===== src/rtl/uart_regif_pkg.sv =====
// Shared constants for the uart APB register front end: register map,
// STATUS/CTRL bit positions, FSM encoding and the reset baud divider.
package uart_regif_pkg;

    localparam logic [1:0] ADDR_DATA   = 2'd0;
    localparam logic [1:0] ADDR_STATUS = 2'd1;
    localparam logic [1:0] ADDR_BAUD   = 2'd2;
    localparam logic [1:0] ADDR_CTRL   = 2'd3;

    localparam int STATUS_RX_EMPTY_BIT = 0;
    localparam int STATUS_TX_FULL_BIT  = 1;
    localparam int STATUS_TX_OVF_BIT   = 2;
    localparam int STATUS_RX_UDF_BIT   = 3;

    localparam int CTRL_RX_IRQ_EN_BIT  = 0;
    localparam int CTRL_TX_IRQ_EN_BIT  = 1;
    localparam int CTRL_ERR_IRQ_EN_BIT = 2;
    localparam int CTRL_W              = 3;

    // 100 MHz clock, 9600 baud, 16x oversampling
    localparam int TIMER_RST_DEFAULT = 650;

    typedef enum logic {
        ST_IDLE    = 1'b0,
        ST_RD_DONE = 1'b1
    } regif_state_e;

endpackage


===== src/rtl/uart_apb_regif.sv =====
// APB register front end for the uart core: DATA/STATUS/BAUD/CTRL registers.
// Define UART_REGIF_PSLVERR_EN to report error conditions on pslverr.
module uart_apb_regif
    import uart_regif_pkg::*;
#(
    parameter int DATA_W    = 8,
    parameter int TIMER_W   = 11,
    parameter int TIMER_RST = TIMER_RST_DEFAULT,
    parameter int PDATA_W   = 16
) (
    input  logic               clk,
    input  logic               reset_n,
    input  logic               psel,
    input  logic               penable,
    input  logic               pwrite,
    input  logic [1:0]         paddr,
    input  logic [PDATA_W-1:0] pwdata,
    output logic [PDATA_W-1:0] prdata,
    output logic               pready,
    output logic               pslverr,
    output logic [DATA_W-1:0]  w_data,
    output logic               wr_uart,
    input  logic               tx_full,
    input  logic [DATA_W-1:0]  r_data,
    output logic               rd_uart,
    input  logic               rx_empty,
    output logic [TIMER_W-1:0] timer_final_value,
    output logic               irq
);

    regif_state_e       state_q, state_d;
    logic [PDATA_W-1:0] prdata_q;
    logic               rd_err_q;
    logic [TIMER_W-1:0] baud_q;
    logic [CTRL_W-1:0]  ctrl_q;
    logic               tx_ovf_q, rx_udf_q;

    logic               access, idle_access, data_rd_start;
    logic               data_wr, status_wr, baud_wr, ctrl_wr;
    logic [TIMER_W-1:0] baud_wdata;
    logic               baud_zero;
    logic               tx_ovf_set, tx_ovf_clr, rx_udf_set, rx_udf_clr;
    logic [PDATA_W-1:0] read_data, prdata_c;
    logic               pready_c, err_c;
    logic               unused_pwdata;

    // Side effects only happen in the first access cycle seen from IDLE
    assign access        = psel & penable;
    assign idle_access   = access & (state_q == ST_IDLE);
    assign data_rd_start = idle_access & ~pwrite & (paddr == ADDR_DATA);
    assign data_wr       = idle_access & pwrite & (paddr == ADDR_DATA);
    assign status_wr     = idle_access & pwrite & (paddr == ADDR_STATUS);
    assign baud_wr       = idle_access & pwrite & (paddr == ADDR_BAUD);
    assign ctrl_wr       = idle_access & pwrite & (paddr == ADDR_CTRL);

    assign baud_wdata    = pwdata[TIMER_W-1:0];
    assign baud_zero     = (baud_wdata == '0);

    assign tx_ovf_set    = data_wr & tx_full;
    assign rx_udf_set    = data_rd_start & rx_empty;
    assign tx_ovf_clr    = status_wr & pwdata[STATUS_TX_OVF_BIT];
    assign rx_udf_clr    = status_wr & pwdata[STATUS_RX_UDF_BIT];

    assign unused_pwdata = ^pwdata;

    always_comb begin
        read_data = '0;
        case (paddr)
            ADDR_STATUS: begin
                read_data[STATUS_RX_EMPTY_BIT] = rx_empty;
                read_data[STATUS_TX_FULL_BIT]  = tx_full;
                read_data[STATUS_TX_OVF_BIT]   = tx_ovf_q;
                read_data[STATUS_RX_UDF_BIT]   = rx_udf_q;
            end
            ADDR_BAUD: read_data[TIMER_W-1:0] = baud_q;
            ADDR_CTRL: read_data[CTRL_W-1:0]  = ctrl_q;
            default:   read_data = '0;
        endcase
    end

    // DATA reads take one wait state so the FIFO head is captured before the pop
    always_comb begin
        state_d  = state_q;
        pready_c = 1'b0;
        prdata_c = '0;
        err_c    = 1'b0;
        case (state_q)
            ST_IDLE: begin
                if (access) begin
                    if (data_rd_start) begin
                        state_d = ST_RD_DONE;
                    end else begin
                        pready_c = 1'b1;
                        if (!pwrite) begin
                            prdata_c = read_data;
                        end
                        err_c = tx_ovf_set | (baud_wr & baud_zero);
                    end
                end
            end
            ST_RD_DONE: begin
                pready_c = 1'b1;
                prdata_c = prdata_q;
                err_c    = rd_err_q;
                state_d  = ST_IDLE;
            end
            default: state_d = ST_IDLE;
        endcase
    end

    // Reset kills any in-flight completion immediately, not at the next edge
    assign pready = reset_n & pready_c;
    assign prdata = reset_n ? prdata_c : '0;

`ifdef UART_REGIF_PSLVERR_EN
    assign pslverr = reset_n & err_c;
`else
    logic unused_err;
    assign unused_err = err_c;
    assign pslverr    = 1'b0;
`endif

    always_ff @(posedge clk or negedge reset_n) begin
        if (!reset_n) begin
            state_q  <= ST_IDLE;
            prdata_q <= '0;
            rd_err_q <= 1'b0;
            rd_uart  <= 1'b0;
        end else begin
            state_q <= state_d;
            rd_uart <= data_rd_start & ~rx_empty;
            if (data_rd_start) begin
                prdata_q <= rx_empty ? '0 : PDATA_W'(r_data);
                rd_err_q <= rx_empty;
            end
        end
    end

    always_ff @(posedge clk or negedge reset_n) begin
        if (!reset_n) begin
            w_data  <= '0;
            wr_uart <= 1'b0;
            baud_q  <= TIMER_W'(TIMER_RST);
            ctrl_q  <= '0;
        end else begin
            wr_uart <= data_wr & ~tx_full;
            if (data_wr && !tx_full) begin
                w_data <= pwdata[DATA_W-1:0];
            end
            if (baud_wr && !baud_zero) begin
                baud_q <= baud_wdata;
            end
            if (ctrl_wr) begin
                ctrl_q <= pwdata[CTRL_W-1:0];
            end
        end
    end

    // Sticky error flags: a set in the same cycle as a clear wins
    always_ff @(posedge clk or negedge reset_n) begin
        if (!reset_n) begin
            tx_ovf_q <= 1'b0;
            rx_udf_q <= 1'b0;
            irq      <= 1'b0;
        end else begin
            if (tx_ovf_set) begin
                tx_ovf_q <= 1'b1;
            end else if (tx_ovf_clr) begin
                tx_ovf_q <= 1'b0;
            end
            if (rx_udf_set) begin
                rx_udf_q <= 1'b1;
            end else if (rx_udf_clr) begin
                rx_udf_q <= 1'b0;
            end
            irq <= (ctrl_q[CTRL_RX_IRQ_EN_BIT] & ~rx_empty)
                 | (ctrl_q[CTRL_TX_IRQ_EN_BIT] & ~tx_full)
                 | (ctrl_q[CTRL_ERR_IRQ_EN_BIT] & (tx_ovf_q | rx_udf_q));
        end
    end

    assign timer_final_value = baud_q;

endmodule

===== config.mk =====
export PLATFORM = sky130hd
export DESIGN_NAME = uart_apb_regif
export DESIGN_NICKNAME = d
export VERILOG_FILES = /design/src/rtl/uart_regif_pkg.sv /design/src/rtl/uart_apb_regif.sv
export SDC_FILE = /design/constraint.sdc
export NUM_CORES = 1
export LEC_CHECK = 0
export ABC_AREA = 0
export CAP_MARGIN = 25
export CELL_PAD_IN_SITES_DETAIL_PLACEMENT = 0
export CELL_PAD_IN_SITES_GLOBAL_PLACEMENT = 1
export CORE_UTILIZATION = 36
export CTS_CLUSTER_DIAMETER = 50
export DETAILED_ROUTE_END_ITERATION = 8
export PLACE_DENSITY_LB_ADDON = 0.1
export SYNTH_ARGS = -nofsm -noshare
export SYNTH_HDL_FRONTEND = slang
export SYNTH_SLANG_ARGS = --single-unit

===== constraint.sdc =====
create_clock -name clk -period 5.8 [get_ports clk]
set_clock_uncertainty 0.05 [all_clocks]
set_input_delay 1.45 -clock clk [delete_from_list [all_inputs] [get_ports clk]]
set_output_delay 1.45 -clock clk [all_outputs]
set_load 0.01 [all_outputs]

Word-level counts from Yosys, hierarchy flattened
Index checks and enable logic that the tools add are counted.
{"block": "totals", "word_cells": 66, "out_inout_bits": 40, "ff_bits": 44}
{"block": "op_classes", "n_reduce_logical": 8, "muxes": 19, "eq_ne": 3, "bitwise": 26}
{"op": "11-bit two-way mux", "n": 3}
{"op": "16-bit one-hot mux with 2 select lines", "n": 1}
{"op": "1-bit bitwise AND", "n": 19}
{"op": "16-bit two-way mux", "n": 1}
{"op": "11-bit zero test", "n": 1}
{"op": "3-bit one-hot mux with 3 select lines", "n": 1}
{"op": "1-bit two-way mux", "n": 8}
{"op": "8-bit two-way mux", "n": 1}
{"op": "7-bit two-way mux", "n": 1}
{"op": "1-bit one-hot mux with 2 select lines", "n": 3}
{"op": "2-bit == test, second input constant", "n": 2}
{"op": "1-bit NOT", "n": 4}
{"op": "2-bit nonzero test", "n": 2}
{"op": "1-bit OR", "n": 3}
{"op": "2-bit by 1-bit == test with 1-bit output, second input constant", "n": 1}
{"op": "1-bit logical AND", "n": 2}
{"op": "1-bit zero test", "n": 2}
{"op": "2-bit zero test", "n": 1}

Longest topological paths before layout
{"block": "depth", "word_depth": 8, "depth_mapped": 7}

Worst setup path after synthesis
Ideal clock, no wire load.
{"block": "synth_path", "kind": "input -> output", "from": "input port paddr[0]", "to": "output port prdata[1]", "stages": 6, "path_slack_ns": 1.829, "t_arrival_ns": 2.471, "cell_sequence": "inv_1 -> ha_1 -> clkbuf_1 -> a222oi_1 -> inv_1 -> a32o_1"}
{"block": "synth_via", "elab_chain_len": 7, "word_cells_on_any_way": 11, "cone_classes": "3 x eq/ne; 6 x mux; 1 x bitwise; 1 x reduce/logical"}
{"item": "start: declaration", "line": "uart_apb_regif.sv:16", "rtl": "input logic [1:0] paddr,"}
{"item": "2-bit == test / 2-bit by 1-bit == test with 1-bit output (equally long branches)", "line": "uart_apb_regif.sv:68", "rtl": "case (paddr)"}
{"item": "3-bit one-hot mux with 3 select lines", "line": "uart_apb_regif.sv:68"}
{"item": "11-bit two-way mux", "line": "uart_apb_regif.sv:94", "rtl": "if (!pwrite) begin"}
{"item": "11-bit two-way mux *", "line": "uart_apb_regif.sv:90", "rtl": "if (data_rd_start) begin"}
{"item": "11-bit two-way mux *", "line": "uart_apb_regif.sv:89", "rtl": "if (access) begin"}
{"item": "16-bit one-hot mux with 2 select lines *", "line": "uart_apb_regif.sv:87", "rtl": "case (state_q)"}
{"item": "16-bit two-way mux *", "line": "uart_apb_regif.sv:113", "rtl": "assign prdata = reset_n ? prdata_c : '0;"}
{"item": "end: declaration", "line": "uart_apb_regif.sv:18", "rtl": "output logic [PDATA_W-1:0] prdata,"}
Mark *: on every way between the ends. The rest lies on a longest branch, timed or not.

Worst setup path in the final report
{"block": "layout_path", "from": "input port paddr[0]", "to": "output port prdata[5]"}
{"block": "layout_via", "elab_chain_len": 7, "word_cells_on_any_way": 9, "cone_classes": "1 x eq/ne; 6 x mux; 1 x bitwise; 1 x reduce/logical"}
{"item": "2-bit == test", "line": "uart_apb_regif.sv:68"}
{"item": "7-bit two-way mux", "line": "uart_apb_regif.sv:68"}
{"item": "11-bit two-way mux", "line": "uart_apb_regif.sv:94"}
{"item": "11-bit two-way mux *", "line": "uart_apb_regif.sv:90"}
{"item": "11-bit two-way mux *", "line": "uart_apb_regif.sv:89"}
{"item": "16-bit one-hot mux with 2 select lines *", "line": "uart_apb_regif.sv:87"}
{"item": "16-bit two-way mux *", "line": "uart_apb_regif.sv:113"}
Marks and branches as above.

==> metrics.md <==
| Metric | Value |
|---|---|
| CTS Buffer Depth | `2` |
| Crit path launch type | `input port` |
| Worst Hold Margin | `0.451 ns` |
| Critical Path RT | `~4.3 ns` |
| Worst setup EP type | `output port` |
| DR pass1 iterations | `4` |
| Std-Cell Rows | `26` |
| RSZ-0062 raised after global routing | `false` |
| Die width | `76.9 um` |
| Fillers | `between 500 and 600` |
| P&R area growth vs syn | `35.6%` |
| Cell mode on critical path | `clkdlybuf4s50_1` |
| Ys flop type | `dfrtp_1` |
| FF+latch count, synth | `36` |
| Post-synth cell types | `38` |
| Chip height | `76.9 um` |
| Worst setup margin | `0.690 ns` |
| RD Place Congestion | `approximately 0.76` |
| Total negative slack | `0 ns` |
| Residual DRC | `0` |
| Top cells by count, synth | `dfrtp_1, nand3_1, inv_1` |
| GR Util All Layers | `0.193` |
| Max rail drop VDD | `0.113 mV` |
| Final Hold Viols | `0` |
| Ys Warns | `0` |
| Top-count cell post-synth | `dfrtp_1` |
| CTS Root Cell | `clkbuf_8` |
| WL final | `5400 um` |
| Die Area | `0.00592 mm2` |
| Crit path DAT | `roughly 3.6 ns` |
| Vias per cell | `5.46` |
| PwrDens | `264 mW/mm2` |
| Worst Path Max Fanout | `7` |
| Wl on met1 | `2580 um` |
| TritonCTS Buffers | `5` |
| Outcome | `completed` |
| Share of cells above drive strength 1 | `0.139` |
| Largest net degree at the start of global routing | `26` |
| Syn Inst Count | `193` |
| WL/cell | `16.8 um` |
| Placed cells | `313` |
| Grt total ovfl | `0` |
| Detail Route Antenna Nets | `0` |
| Vias in the first global route | `between 1500 and 2000` |
| Overall via count from detail_route | `1752` |
| Worst hold path class | `reg2reg` |
| Ys async rst share | `1.00` |
| Cell accounting for the most synthesized area | `dfrtp_1` |
| Synth top area share | `0.396` |
| Buf+Inv Stages, Crit Path | `3` |
| H-tree depth | `2` |
| Pleak | `1.20 nW` |
| Post-Syn Area per Cell | `10.5 um2` |
| PostCTS Resize Cnt | `0` |
| Fin crit period | `approximately 5.1 ns` |
| Crit path max-delay cell type | `clkdlybuf4s50_1` |
| Final std cells w/o fill | `321` |
| IO buf count | `61` |
| I/O Pins | `73` |
| Initial Util | `0.383` |
| # nets final | `288` |
| Starting DRT DRC Count | `121` |
| # Max-Cap Violations | `0` |
| First-pass GRT wire length | `8880 um` |
| Mapped Area | `0.00202 mm2` |
| Reg clk slew, reported paths | `roughly 0.07 ns` |
| Hold-fix buffers at CTS | `0` |
| Met3 routed WL | `between 200 and 300 um` |
| Top sig layer | `met4` |
| Initial antenna violation count | `0` |
| Worst path cell trace | `clkdlybuf4s50_1 -> inv_1 -> ha_1 -> nor2_1 -> and3_1 -> a32o_1 -> clkdlybuf4s50_1` |
| FMAX | `0.196 GHz` |
| Worst-Skew Late Latency | `0.28 ns` |
| Setup CP Type | `in2out` |
| CTS tree | `yes` |
| Pre-CTS setup slack | `0.691 ns` |
| Core area | `roughly 0.0053 mm2` |
| Max incr delay on CP | `roughly 0.53 ns` |
| Critical path's top delay family | `buffers and inverters` |
| Register area share after synthesis | `0.448` |
| Worst slew margin | `0.363` |
| EDFF count, synth | `0` |
| Final period util | `0.881` |
| Routed length on met2 | `2520 um` |
| Worst-Margin Slew | `0.951 ns` |
| Final setup viols | `0` |
| Final Core Density | `0.520` |
| Antenna Cells | `0` |
| Top cells by area, synth | `dfrtp_1, mux2_4, nand3_1` |
| CTS Sinks | `36` |
| Post-CTS Setup Bufs | `0` |
| Hpwl dp | `3790 um` |
| Max Slew Vio Count | `0` |
cell type report:
class	instances	area, um2	area share
Multi-Input combinational cell	123	941	0.343
Sequential cell	36	906	0.331
Timing Repair Buffer	68	656	0.239
Clock buffer	8	90.1	0.0329
Tap cell	70	87.6	0.0320
Inverter	16	60.1	0.0219
routing by layer:
layer	vias up	GRT usage
met5	-	0
met4	0	0.0462
met3	8	0.0417
met2	62	0.293
met1	857	0.277
li1	825	-
layout by cell type (no fill, tap or decap), drive strengths merged, types with 2 or more instances in the layout:
cell type,synthesis,layout
a222oi,3,3
nand4,12,12
nand3,24,24
mux2,11,11
o21ai,20,20
a22o,2,2
nor2,2,2
clkdlybuf4s50,0,60
nor3,2,2
clkbuf,6,8
dfrtp,32,32
o41ai,8,8
conb,1,6
ha,5,5
and3,4,4
inv,16,16
buf,17,8
nand2,2,2
nor4,3,3
a32o,8,8
dfstp,4,4
cell families after synthesis:
group                    share of synthesized area
AO/OA/AOI/OAI                                0.162
flip-flops                                   0.448
adder cells (fa/ha/maj)                     0.0310
buffers and inverters                       0.0954
AND/OR/NAND/NOR                              0.180
multiplexers                                0.0817
other                                      0.00186
stage by stage:
step	area (um2)	power (mW)
5_1_grt	2740	0.766
6_report	2740	0.723
3_5_place_dp	2650	0.545
2_1_floorplan	2040	0.432
4_1_cts	2740	0.731
3_3_place_gp	2650	0.541
power by group:
part           internal, mW  total [mW]  switching, mW
clock                0.0969       0.183         0.0863
combinational         0.117       0.200         0.0828
sequential            0.302       0.340         0.0373
total                 0.516       0.723          0.206
flip-flops by register name (all words and copies together), names as in the netlist:
| name | cells |
|---|---|
| ctrl_q | 3 |
| irq | 1 |
| prdata_q | 8 |
| rd_uart | 1 |
| rx_udf_q | 1 |
| state_q | 1 |
| timer_final_value | 11 |
| tx_ovf_q | 1 |
| w_data | 8 |
| wr_uart | 1 |
tightest hold or removal path: cells and delay by family, from the launching register on:
family | cells | cell delay, ns
compound gates | 2 | 0.13
flops | 1 | 0.34
path summary, 6_finish.rpt:
check | from | endpoint | slack, ns | cells after the start
worst max-delay path | paddr[0] | prdata[5] | 0.69 | 7
worst min-delay path | prdata_q[0]$_DFFE_PN0P_ | prdata_q[0]$_DFFE_PN0P_ | 0.45 | 2
worst max register to register | state_q$_DFF_PN0_ | w_data[0]$_DFFE_PN0P_ | 3.50 | 3
worst min register to register | prdata_q[0]$_DFFE_PN0P_ | prdata_q[0]$_DFFE_PN0P_ | 0.45 | 2
max in group asynchronous | reset_n | timer_final_value[7]$_DFFE_PN1P_ | 4.21 | 2
min in group asynchronous | reset_n | timer_final_value[10]$_DFFE_PN0P_ | 1.21 | 2
Note: power is estimated with default switching activity, not from simulation.
